File: src/rtl/xy_move_sequencer.sv
// Two-axis stepper move sequencer: accepts a signed (dx,dy) full-step command and
// walks both coils along a Bresenham line, one major-axis step per tick.
module xy_move_sequencer #(
    parameter int STEP_PERIOD = 5000000,
    parameter int DW          = 12
) (
    input  logic                 clk_100mhz,
    input  logic                 rst,
    input  logic                 cmd_valid,
    output logic                 cmd_ready,
    input  logic signed [DW-1:0] cmd_dx,
    input  logic signed [DW-1:0] cmd_dy,
    input  logic                 abort,
    input  logic                 coil_en,
    output logic [3:0]           coil_x,
    output logic [3:0]           coil_y,
    output logic                 busy,
    output logic                 done,
    output logic signed [15:0]   pos_x,
    output logic signed [15:0]   pos_y
);
    localparam int CW = $clog2(STEP_PERIOD);
    localparam logic [CW-1:0] LAST = CW'(STEP_PERIOD - 1);

    typedef enum logic [1:0] {IDLE, LOAD, RUN, DONE} state_t;

    state_t        state, state_nxt;
    logic [DW-1:0] dx_q, dy_q;
    logic          dir_x, dir_y;      // 1 = negative direction
    logic          x_major;
    logic [DW-1:0] major, minor, remaining;
    logic [DW:0]   err;
    logic [CW-1:0] cnt;
    logic [1:0]    phase_x, phase_y;

    logic [DW-1:0] abs_x, abs_y, major_c, minor_c;
    logic [DW:0]   err_sum;
    logic          tick, minor_step, step_x, step_y;
    logic [1:0]    phase_x_nxt, phase_y_nxt;

    function automatic logic [3:0] phase_pat(input logic [1:0] p);
        case (p)
            2'd0:    phase_pat = 4'b1010;
            2'd1:    phase_pat = 4'b0110;
            2'd2:    phase_pat = 4'b0101;
            default: phase_pat = 4'b1001;
        endcase
    endfunction

    // Magnitudes as unsigned DW bits so the most negative command is still exact.
    assign abs_x   = dx_q[DW-1] ? DW'(-dx_q) : dx_q;
    assign abs_y   = dy_q[DW-1] ? DW'(-dy_q) : dy_q;
    assign major_c = (abs_x >= abs_y) ? abs_x : abs_y;
    assign minor_c = (abs_x >= abs_y) ? abs_y : abs_x;

    assign tick        = (state == RUN) && (cnt == LAST) && !abort;
    assign err_sum     = err + {1'b0, minor};
    assign minor_step  = err_sum >= {1'b0, major};
    assign step_x      = tick && (x_major || minor_step);
    assign step_y      = tick && (!x_major || minor_step);
    assign phase_x_nxt = step_x ? phase_x + (dir_x ? 2'd3 : 2'd1) : phase_x;
    assign phase_y_nxt = step_y ? phase_y + (dir_y ? 2'd3 : 2'd1) : phase_y;

    assign cmd_ready = (state == IDLE);
    assign busy      = (state == LOAD) || (state == RUN);
    assign done      = (state == DONE);

    always_ff @(posedge clk_100mhz or posedge rst) begin
        if (rst) state <= IDLE;
        else     state <= state_nxt;
    end

    always_comb begin
        state_nxt = state;
        case (state)
            IDLE: if (cmd_valid)
                      state_nxt = (cmd_dx == '0 && cmd_dy == '0) ? DONE : LOAD;
            LOAD: state_nxt = abort ? DONE : RUN;
            RUN:  if (abort || (tick && remaining == DW'(1)))
                      state_nxt = DONE;
            DONE: state_nxt = IDLE;
            default: state_nxt = IDLE;
        endcase
    end

    always_ff @(posedge clk_100mhz or posedge rst) begin
        if (rst) begin
            dx_q      <= '0;
            dy_q      <= '0;
            dir_x     <= 1'b0;
            dir_y     <= 1'b0;
            x_major   <= 1'b1;
            major     <= '0;
            minor     <= '0;
            remaining <= '0;
            err       <= '0;
            cnt       <= '0;
            phase_x   <= 2'd0;
            phase_y   <= 2'd0;
            pos_x     <= '0;
            pos_y     <= '0;
            coil_x    <= 4'b1010;
            coil_y    <= 4'b1010;
        end else begin
            if (state == IDLE && cmd_valid) begin
                dx_q <= cmd_dx;
                dy_q <= cmd_dy;
            end
            if (state == LOAD) begin
                dir_x     <= dx_q[DW-1];
                dir_y     <= dy_q[DW-1];
                x_major   <= abs_x >= abs_y;
                major     <= major_c;
                minor     <= minor_c;
                remaining <= major_c;
                err       <= {1'b0, major_c >> 1};
                cnt       <= '0;
            end else if (state == RUN && !abort) begin
                cnt <= (cnt == LAST) ? '0 : cnt + 1'b1;
            end
            if (tick) begin
                err       <= minor_step ? err_sum - {1'b0, major} : err_sum;
                remaining <= remaining - 1'b1;
            end
            if (step_x) pos_x <= dir_x ? pos_x - 16'sd1 : pos_x + 16'sd1;
            if (step_y) pos_y <= dir_y ? pos_y - 16'sd1 : pos_y + 16'sd1;
            phase_x <= phase_x_nxt;
            phase_y <= phase_y_nxt;
            // Phase keeps advancing with coils gated off; only the driven pattern is forced low.
            coil_x  <= coil_en ? phase_pat(phase_x_nxt) : 4'b0000;
            coil_y  <= coil_en ? phase_pat(phase_y_nxt) : 4'b0000;
        end
    end
endmodule
File: config.mk
export PLATFORM = sky130hd
export DESIGN_NAME = xy_move_sequencer
export DESIGN_NICKNAME = d
export VERILOG_FILES = /design/src/rtl/xy_move_sequencer.sv
export SDC_FILE = /design/constraint.sdc
export NUM_CORES = 1
export LEC_CHECK = 0
export ABC_AREA = 1
export BUFFER_PORTS_ARGS = -buffer_cell sky130_fd_sc_hd__buf_4
export CAP_MARGIN = 0
export CORE_MARGIN = 2
export CORE_UTILIZATION = 55
export DETAILED_ROUTE_END_ITERATION = 8
export GPL_ROUTABILITY_DRIVEN = 0
export HOLD_SLACK_MARGIN = 0.06
export PLACE_DENSITY = 0.76
export SYNTH_ARGS = -nofsm -noshare
export SYNTH_HDL_FRONTEND = slang
export SYNTH_SLANG_ARGS = --single-unit
export TNS_END_PERCENT = 10
File: constraint.sdc
create_clock -name clk_100mhz -period 5.2 [get_ports clk_100mhz]
set_input_delay 1.04 -clock clk_100mhz [delete_from_list [all_inputs] [get_ports clk_100mhz]]
set_output_delay 1.04 -clock clk_100mhz [all_outputs]
set_load 0.05 [all_outputs]
==> reports/qor.csv, run 1 <==
stage;metric;value;unit
placement;dpl.cell_count;1765;
grt;antenna_found_initial;0;
grt;grt_pass1_vias;9240;
sta;slew_headroom;26.72;%
synth;yosysSeqAreaShare;34.24;%
die;start_util;56.38;%
sta;rsz0062_at_grt;no;
die;placementRows;50;
power;p_leak;6.189;nW
cells_and_area;diodes;0;
cells_and_area;fillers;1695;
drt;drt_iter0_drc;559;
sta;finClkSkew;0.008593;ns
grt;gr-total-overflow;0;
synth;netlist_area;10620;um2
synth;synthCells;1463;
die;die_height;142.9;um
drt;routed_via_density;5.369;
placement;io_buffers;71;
drt;top_layer_used;met4;
sta;setup_slack;1.019;ns
sta;drv_slew;0;
drt;antenna_left;0;
run;maxCapViolations;0;
placement;hpwlAfterDp;19440;um
die;core-area;18830;um2
drt;routedWlPerCell;14.21;um
setup_path;path_max_fanout;14;
cts;postCtsSetupRepairBufs;0;
setup_path;worst_setup_path_start_kind;flip-flop;
drt;drtPass1Iterations;5;
drt;vias;9648;
min_path;min_path_type;reg -> reg;
power;cellPowerDensity;715.6;nW/um2
synth;synth-seq-cells;145;
die;dieWidth;142.9;um
cts;clockBufferDepth;2;
cts;cts_hold_buf;0;
setup_path;crit_arrival;4.54;ns
synth;yosysWarnings;0;
synth;ys_types;54;
sta;fmaxAchievable;239.2;MHz
drt;wl_met1;11930;um
drt;met3_length;1047;um
drt;drt-total-wl;25530;um
synth;syn-num-nets;1577;
cts;numCtsBuffers;17;
sta;worstMarginPinSlew;1.095;ns
setup_path;timing.rr.start;minor[0]$_DFFE_PP0P_;
synth;ys.flop_type;dfrtp_1;
die;die_area;20430;um2
synth;synth_edf_count;0;
synth;synthArstFlopShare;100.0;%
setup_path;required;5.56;ns
cts;cts_htree_levels;4;
setup_path;worstSetupStartpoint;minor[0]$_DFFE_PP0P_;
cells_and_area;layoutNonFillerInstCount;1797;
setup_path;worstSetupPathType;reg -> reg;
cts;clk_pin_slew;0.07;ns
power;peakVddDrop;0.3962;mV
status;status;finished, final reports clean;
setup_path;end_kind;flip-flop;
sta;report.final.hold_viol_count;0;
cts;insertion_delay;0.43;ns
sta;fin_crit_sh;80.41;%
drt;drc_errors;0;
grt;track_usage;26.31;%
grt;grt_max_degree;80;
placement;pre_cts_slack;1.048;ns
cts;cts_resized;0;
cts;clock_sinks;145;
grt;grt_pass1_wl;43150;um
die;ios;72;
sta;period_minus_slack;4.181;ns
cells_and_area;nets;1638;
sta;setup_violations;0;
synth;syn_area_per_cell;7.257;um2
cells_and_area;area_growth;11.86;%
drt;dr_wl_met2;11930;um
cts;clockRootBuffer;clkbuf_16;
cts;cts_tree;done;
cells_and_area;final_layout_size_suffix_gt1_share;10.54;%
min_path;min_from;major[8]$_DFFE_PP0P_;
sta;tns;0;ns
[layer usage]
layer | GRT usage (%) | vias up
met4 | 8.963 | 0
met3 | 5.198 | 47
met2 | 43.11 | 221
met1 | 34.90 | 4503
met5 | 0 | -
li1 | - | 4877
[cells in the mapped netlist (5+ instances only)]
| library cell | instances | area share [%] |
|---|---|---|
| nand2_2 | 11 | 0.65 |
| nand4_1 | 30 | 1.8 |
| buf_4 | 7 | 0.49 |
| or2_2 | 6 | 0.35 |
| ha_1 | 81 | 9.5 |
| nor2_1 | 153 | 5.4 |
| dfstp_2 | 5 | 1.2 |
| o21ai_1 | 11 | 0.52 |
| o21ai_0 | 50 | 2.4 |
| o21a_1 | 14 | 0.99 |
| xnor2_1 | 27 | 2.2 |
| buf_2 | 9 | 0.42 |
| xor2_1 | 45 | 3.7 |
| nand2_1 | 364 | 13 |
| a21oi_1 | 109 | 5.1 |
| o21ai_2 | 8 | 0.66 |
| dfrtp_1 | 140 | 33 |
| nand3_1 | 93 | 4.4 |
| nor3_1 | 26 | 1.2 |
| inv_1 | 188 | 6.6 |
| clkbuf_1 | 15 | 0.53 |
| nor4_1 | 12 | 0.71 |
[report_power, final]
part           switching [W]  internal, W  total [W]
sequential          0.000296      0.00145    0.00175
combinational        0.00367      0.00191    0.00558
clock               0.000539     0.000629    0.00117
[through the flow]
| step | area, um2 | hold WS, ns | utilization [%] | power [W] |
|---|---|---|---|---|
| 2_1_floorplan | 10620 | 0.4509 | - | 0.006069 |
| 3_3_place_gp | 11320 | 0.4631 | 60.14 | 0.007095 |
| 3_5_place_dp | 11320 | 0.4693 | 60.14 | 0.007224 |
| 4_1_cts | 11880 | 0.4838 | 63.06 | 0.008450 |
| 5_1_grt | 11880 | 0.4998 | 63.06 | 0.009370 |
| 6_report | 11880 | 0.4808 | 63.06 | 0.008498 |
[critical path, stage by stage (launching register included)]
cell     delay [ns]
dfrtp_1        0.37
ha_1           0.22
inv_1          0.07
fa_1           0.42
inv_1          0.10
nand3_1        0.07
nand3_1        0.13
nand2_1        0.09
nand2_1        0.06
nand2_1        0.04
nand2_1        0.08
inv_1          0.05
ha_1           0.34
nand2_1        0.13
nor2_1         0.08
nand2_1        0.06
nor2_1         0.05
a21oi_2        0.49
nand3_4        0.27
inv_4          0.15
nand2_4        0.08
nand2_2        0.13
nand2_1        0.07
nand2_1        0.10
inv_1          0.08
ha_1           0.29
nor2_1         0.10
[layout by cell type (no fill, tap or decap), types with 5 or more instances in the layout]
cell type / count
nor4_1: 12
a21oi_1: 109
dfstp_2: 5
inv_1: 187
dfrtp_1: 140
ha_1: 81
nor2_1: 153
nor3_1: 26
or2_2: 6
buf_4: 76
nand2_1: 364
xor2_1: 45
nand3_1: 93
o21ai_1: 11
o21ai_0: 50
o21ai_2: 8
clkbuf_16: 17
inv_6: 8
o21a_1: 14
nand4_1: 30
xnor2_1: 27
nand2_2: 11
[flip-flops by register name, summed over array words and instances (netlist names), 13 cells and up]
name,flops
pos_y,16
pos_x,16
err,13
cnt,23
[final cells by class]
class / instances / area (um2) / share of cell area (%)
tap: 260 / 325.3 / 2.739
multi-input combinational: 1091 / 6061 / 51.04
sequential: 145 / 3635 / 30.61
timing repair buffer: 76 / 570.5 / 4.805
inverter: 193 / 733.2 / 6.174
clock buffer: 18 / 429.2 / 3.614
clock inverter: 14 / 121.4 / 1.022
[kinds of logic after synthesis]
logic type | Yosys count | share of synthesized area, %
and+or+nand+nor | 718 | 29.48
buffers and inverters | 227 | 8.674
AOI/OAI and AO/OA | 214 | 11.16
DFF | 145 | 34.24
adders and majority gates | 85 | 10.30
xor gates and xnor gates | 72 | 5.940
muxes | 2 | 0.2121
[worst paths after layout]
check	end	slack, ns	cells past startpoint
max	coil_y[2]$_DFF_PP0_	1.02	26
max in group asynchronous	cnt[0]$_DFFE_PP0P_	3.41	3
min in group asynchronous	coil_x[2]$_DFF_PP0_	0.74	2
min reg2reg	major[8]$_DFFE_PP0P_	0.48	1
min	major[8]$_DFFE_PP0P_	0.48	1
max reg2reg	coil_y[2]$_DFF_PP0_	1.02	26
No activity file was read; power rests on OpenSTA's default activity.
==> inputs of run 2 (changes only) <==
Settings changed: ABC_AREA 1 to 0, PLACE_DENSITY 0.76 to 0.77.
Clock period 5.2 ns to 3.7 ns, I/O delays scaled along.
==> reports/qor.csv, run 2 <==
stage;metric;value;unit;change
status;status;complete, but fails checks;;
setup_path;worstSetupPathType;reg -> reg;;
placement;hpwlAfterDp;16710;um;-14%
cells_and_area;final_common_cell;buf_4;;
cts;clockBufferDepth;2;;unchanged
synth;ys_types;67;;+24%
grt;gr-total-overflow;0;;unchanged
setup_path;crit_arrival;4.26;ns;-0.28 ns
cts;insertion_delay;0.43;ns;about the same
synth;syn_area_per_cell;9.448;um2;+30%
synth;syn-num-nets;1145;;-27%
die;dieWidth;137.1;um;-4.1%
sta;finClkSkew;0.007875;ns;-0.0007173 ns
drt;antenna_left;0;;unchanged
cells_and_area;nets;1333;;-19%
setup_path;end_kind;flip-flop;;
die;die_area;18790;um2;-8.0%
die;start_util;56.32;%;-0.064 points
cts;cts_tree;done;;
sta;slew_headroom;37.71;%;+11 points
cts;clock_sinks;145;;unchanged
setup_path;cp_slowest_stage_delay;0.38;ns;-0.11 ns
sta;tns;-3.551;ns;-3.551 ns
sta;fmaxAchievable;254.2;MHz;+6.3%
cells_and_area;final_layout_size_suffix_gt1_share;28.98;%;+18 points
cts;clockRootBuffer;clkbuf_16;;
synth;synthCells;1031;;-30%
setup_path;timing.critical_path.mode_cell;buf_4;;
sta;fin_crit_sh;106.3;%;+26 points
synth;synth_top_area_cell;dfrtp_1;;
synth;synth_top_area_share;35.97;%;+3.0 points
placement;io_buffers;71;;unchanged
drt;routedWlPerCell;16.51;um;+16%
cells_and_area;diodes;0;;unchanged
setup_path;required;4.02;ns;-1.54 ns
sta;worstMarginPinSlew;0.9320;ns;-0.1631 ns
sta;period_minus_slack;3.935;ns;-0.2464 ns
drt;drtPass1Iterations;5;;unchanged
drt;drt-total-wl;24060;um;-5.8%
cts;clk_pin_slew;0.06;ns;about the same
setup_path;worst_setup_path_start_kind;flip-flop;;
synth;synth_edf_count;0;;unchanged
sta;setup_slack;-0.2347;ns;-1.254 ns
run;maxCapViolations;0;;unchanged
drt;drc_errors;0;;unchanged
cells_and_area;layout_common_cells;buf_4, dfrtp_1, nand2_1;;
grt;track_usage;26.66;%;+0.36 points
synth;yosysMostFrequentCell;dfrtp_1;;
grt;antenna_found_initial;0;;unchanged
setup_path;critPathTopFamily;compound AO/OA/AOI/OAI gates;;
die;placementRows;48;;-4.0%
setup_path;path_cells;ha_1, a21o_1, a21oi_2, o21bai_2, a21oi_2, o21bai_2, a21oi_1, xnor2_1, ha_1, buf_4, o21ai_0, nand2b_1, o211ai_1, buf_4, a31oi_4, and2_4, xor2_2, buf_4, ha_4, o21a_1;;
sta;drv_slew;0;;unchanged
drt;drt_iter0_drc;560;;+0.18%
die;ios;72;;unchanged
cells_and_area;top_regs;cnt (23), pos_x (16), pos_y (16);;
grt;grt_pass1_vias;8178;;-11%
synth;yosysWarnings;0;;unchanged
drt;routed_via_density;5.687;;+5.9%
setup_path;crit_slowest_cell;dfrtp_1;;
sta;rsz0062_at_grt;yes;;
setup_path;path_max_fanout;4;;-10
min_path;min_path_type;reg -> reg;;
sta;setup_violations;36;;+36
synth;yosysSeqAreaShare;37.32;%;+3.1 points
setup_path;worst-path-buf-inv;3;;-2
cells_and_area;fillers;1234;;-27%
drt;vias;8286;;-14%
die;die_height;137.1;um;-4.1%
synth;ys.flop_type;dfrtp_1;;
cts;numCtsBuffers;17;;unchanged
synth;netlist_area;9741;um2;-8.2%
cells_and_area;top_register;cnt;;
status;violations;setup timing;;
die;core-area;17300;um2;-8.1%
synth;synth-seq-cells;145;;unchanged
cells_and_area;largest_reg_flops;23;;unchanged
cts;cts_hold_buf;0;;unchanged
cts;cts_htree_levels;4;;unchanged
grt;grt_max_degree;63;;-21%
sta;report.final.hold_viol_count;0;;unchanged
synth;synthTopCellsByCount;dfrtp_1, nand2_1, ha_1, nor2_1, o21ai_0;;
cells_and_area;area_growth;29.03;%;
grt;grt_pass1_wl;39290;um;-9.0%
synth;ys_top_cells_by_area;dfrtp_1, ha_1, mux2_2;;
synth;synthArstFlopShare;100.0;%;unchanged
run 2: path summary, 6_finish.rpt:
| kind | startpoint | endpoint | slack, ns | cells after the start |
|---|---|---|---|---|
| worst max register to register | minor[1]$_DFFE_PP0P_ | coil_y[0]$_DFF_PP0_ | -0.23 | 20 |
| min in group asynchronous | rst | phase_y[1]$_DFF_PP0_ | 0.49 | 2 |
| max in group asynchronous | rst | coil_x[1]$_DFF_PP1_ | 2.35 | 3 |
| worst min-delay path | pos_x[15]$_DFFE_PP0P_ | pos_x[15]$_DFFE_PP0P_ | 0.48 | 1 |
| worst max-delay path | minor[1]$_DFFE_PP0P_ | coil_y[0]$_DFF_PP0_ | -0.23 | 20 |
| worst min register to register | pos_x[15]$_DFFE_PP0P_ | pos_x[15]$_DFFE_PP0P_ | 0.48 | 1 |
run 2: area by class of cell:
type | instances | area, um2 | area share [%]
Timing Repair Buffer | 197 | 1569 | 12.48
Tap cell | 225 | 281.5 | 2.240
Sequential cell | 145 | 3635 | 28.92
Clock buffer | 23 | 478.0 | 3.803
Clock inverter | 9 | 201.4 | 1.603
Inverter | 61 | 232.7 | 1.852
Multi-Input combinational cell | 797 | 6171 | 49.10
run 2: kinds of logic (layout without fill, tap and decap cells):
| family | count (synthesis) | after routing | synth area share [%] |
|---|---|---|---|
| simple gates | 328 | 328 | 16.76 |
| fa+ha+maj | 85 | 85 | 11.23 |
| compound gates | 209 | 209 | 13.32 |
| xor+xnor | 90 | 90 | 8.170 |
| mux | 85 | 85 | 9.570 |
| flops | 145 | 145 | 37.32 |
| buf+inv | 89 | 290 | 3.635 |
run 2: what timing repair did:
item,in CTS,in global routing
pin swaps,28,20
endpoints found under the setup margin,68,92
cloned,1,0
buffers inserted,12,9
resized for setup,52,42
run 2: worst reg2reg max path, cell delays in order (launching register included):
cell and delay (ns):
dfrtp_1 0.38, ha_1 0.30, a21o_1 0.17, a21oi_2 0.20
o21bai_2 0.11, a21oi_2 0.15, o21bai_2 0.12, a21oi_1 0.19
xnor2_1 0.17, ha_1 0.29, buf_4 0.16, o21ai_0 0.24
nand2b_1 0.12, o211ai_1 0.18, buf_4 0.19, a31oi_4 0.08
and2_4 0.16, xor2_2 0.15, buf_4 0.15, ha_4 0.15
o21a_1 0.16
run 2: metal layers:
metal | vias up | GRT usage [%] | part of all wire [%]
met5 | - | 0 | 0
met4 | 0 | 9.450 | 2.4
met3 | 53 | 4.333 | 3.9
met2 | 210 | 45.69 | 49
met1 | 4011 | 34.04 | 44
li1 | 4012 | - | -
run 2: stage by stage:
stage / hold WS (ns) / util [%] / std cells / instance area (um2) / setup slack, ns
floorplan: 0.4509 / - / 1031 / 9744 / -0.3349
global placement: 0.4593 / 65.42 / 1406 / 11310 / -0.2977
detailed placement: 0.4666 / 65.42 / 1406 / 11310 / -0.4368
CTS: 0.4774 / 71.27 / 1450 / 12330 / -0.1302
global route: 0.4856 / 72.66 / 1457 / 12570 / -0.4341
finish: 0.4785 / 72.66 / 1457 / 12570 / -0.2347
Power of run 2 is not shown: default switching activity piles up to over one toggle a cycle in this logic, so the estimate is an artifact.
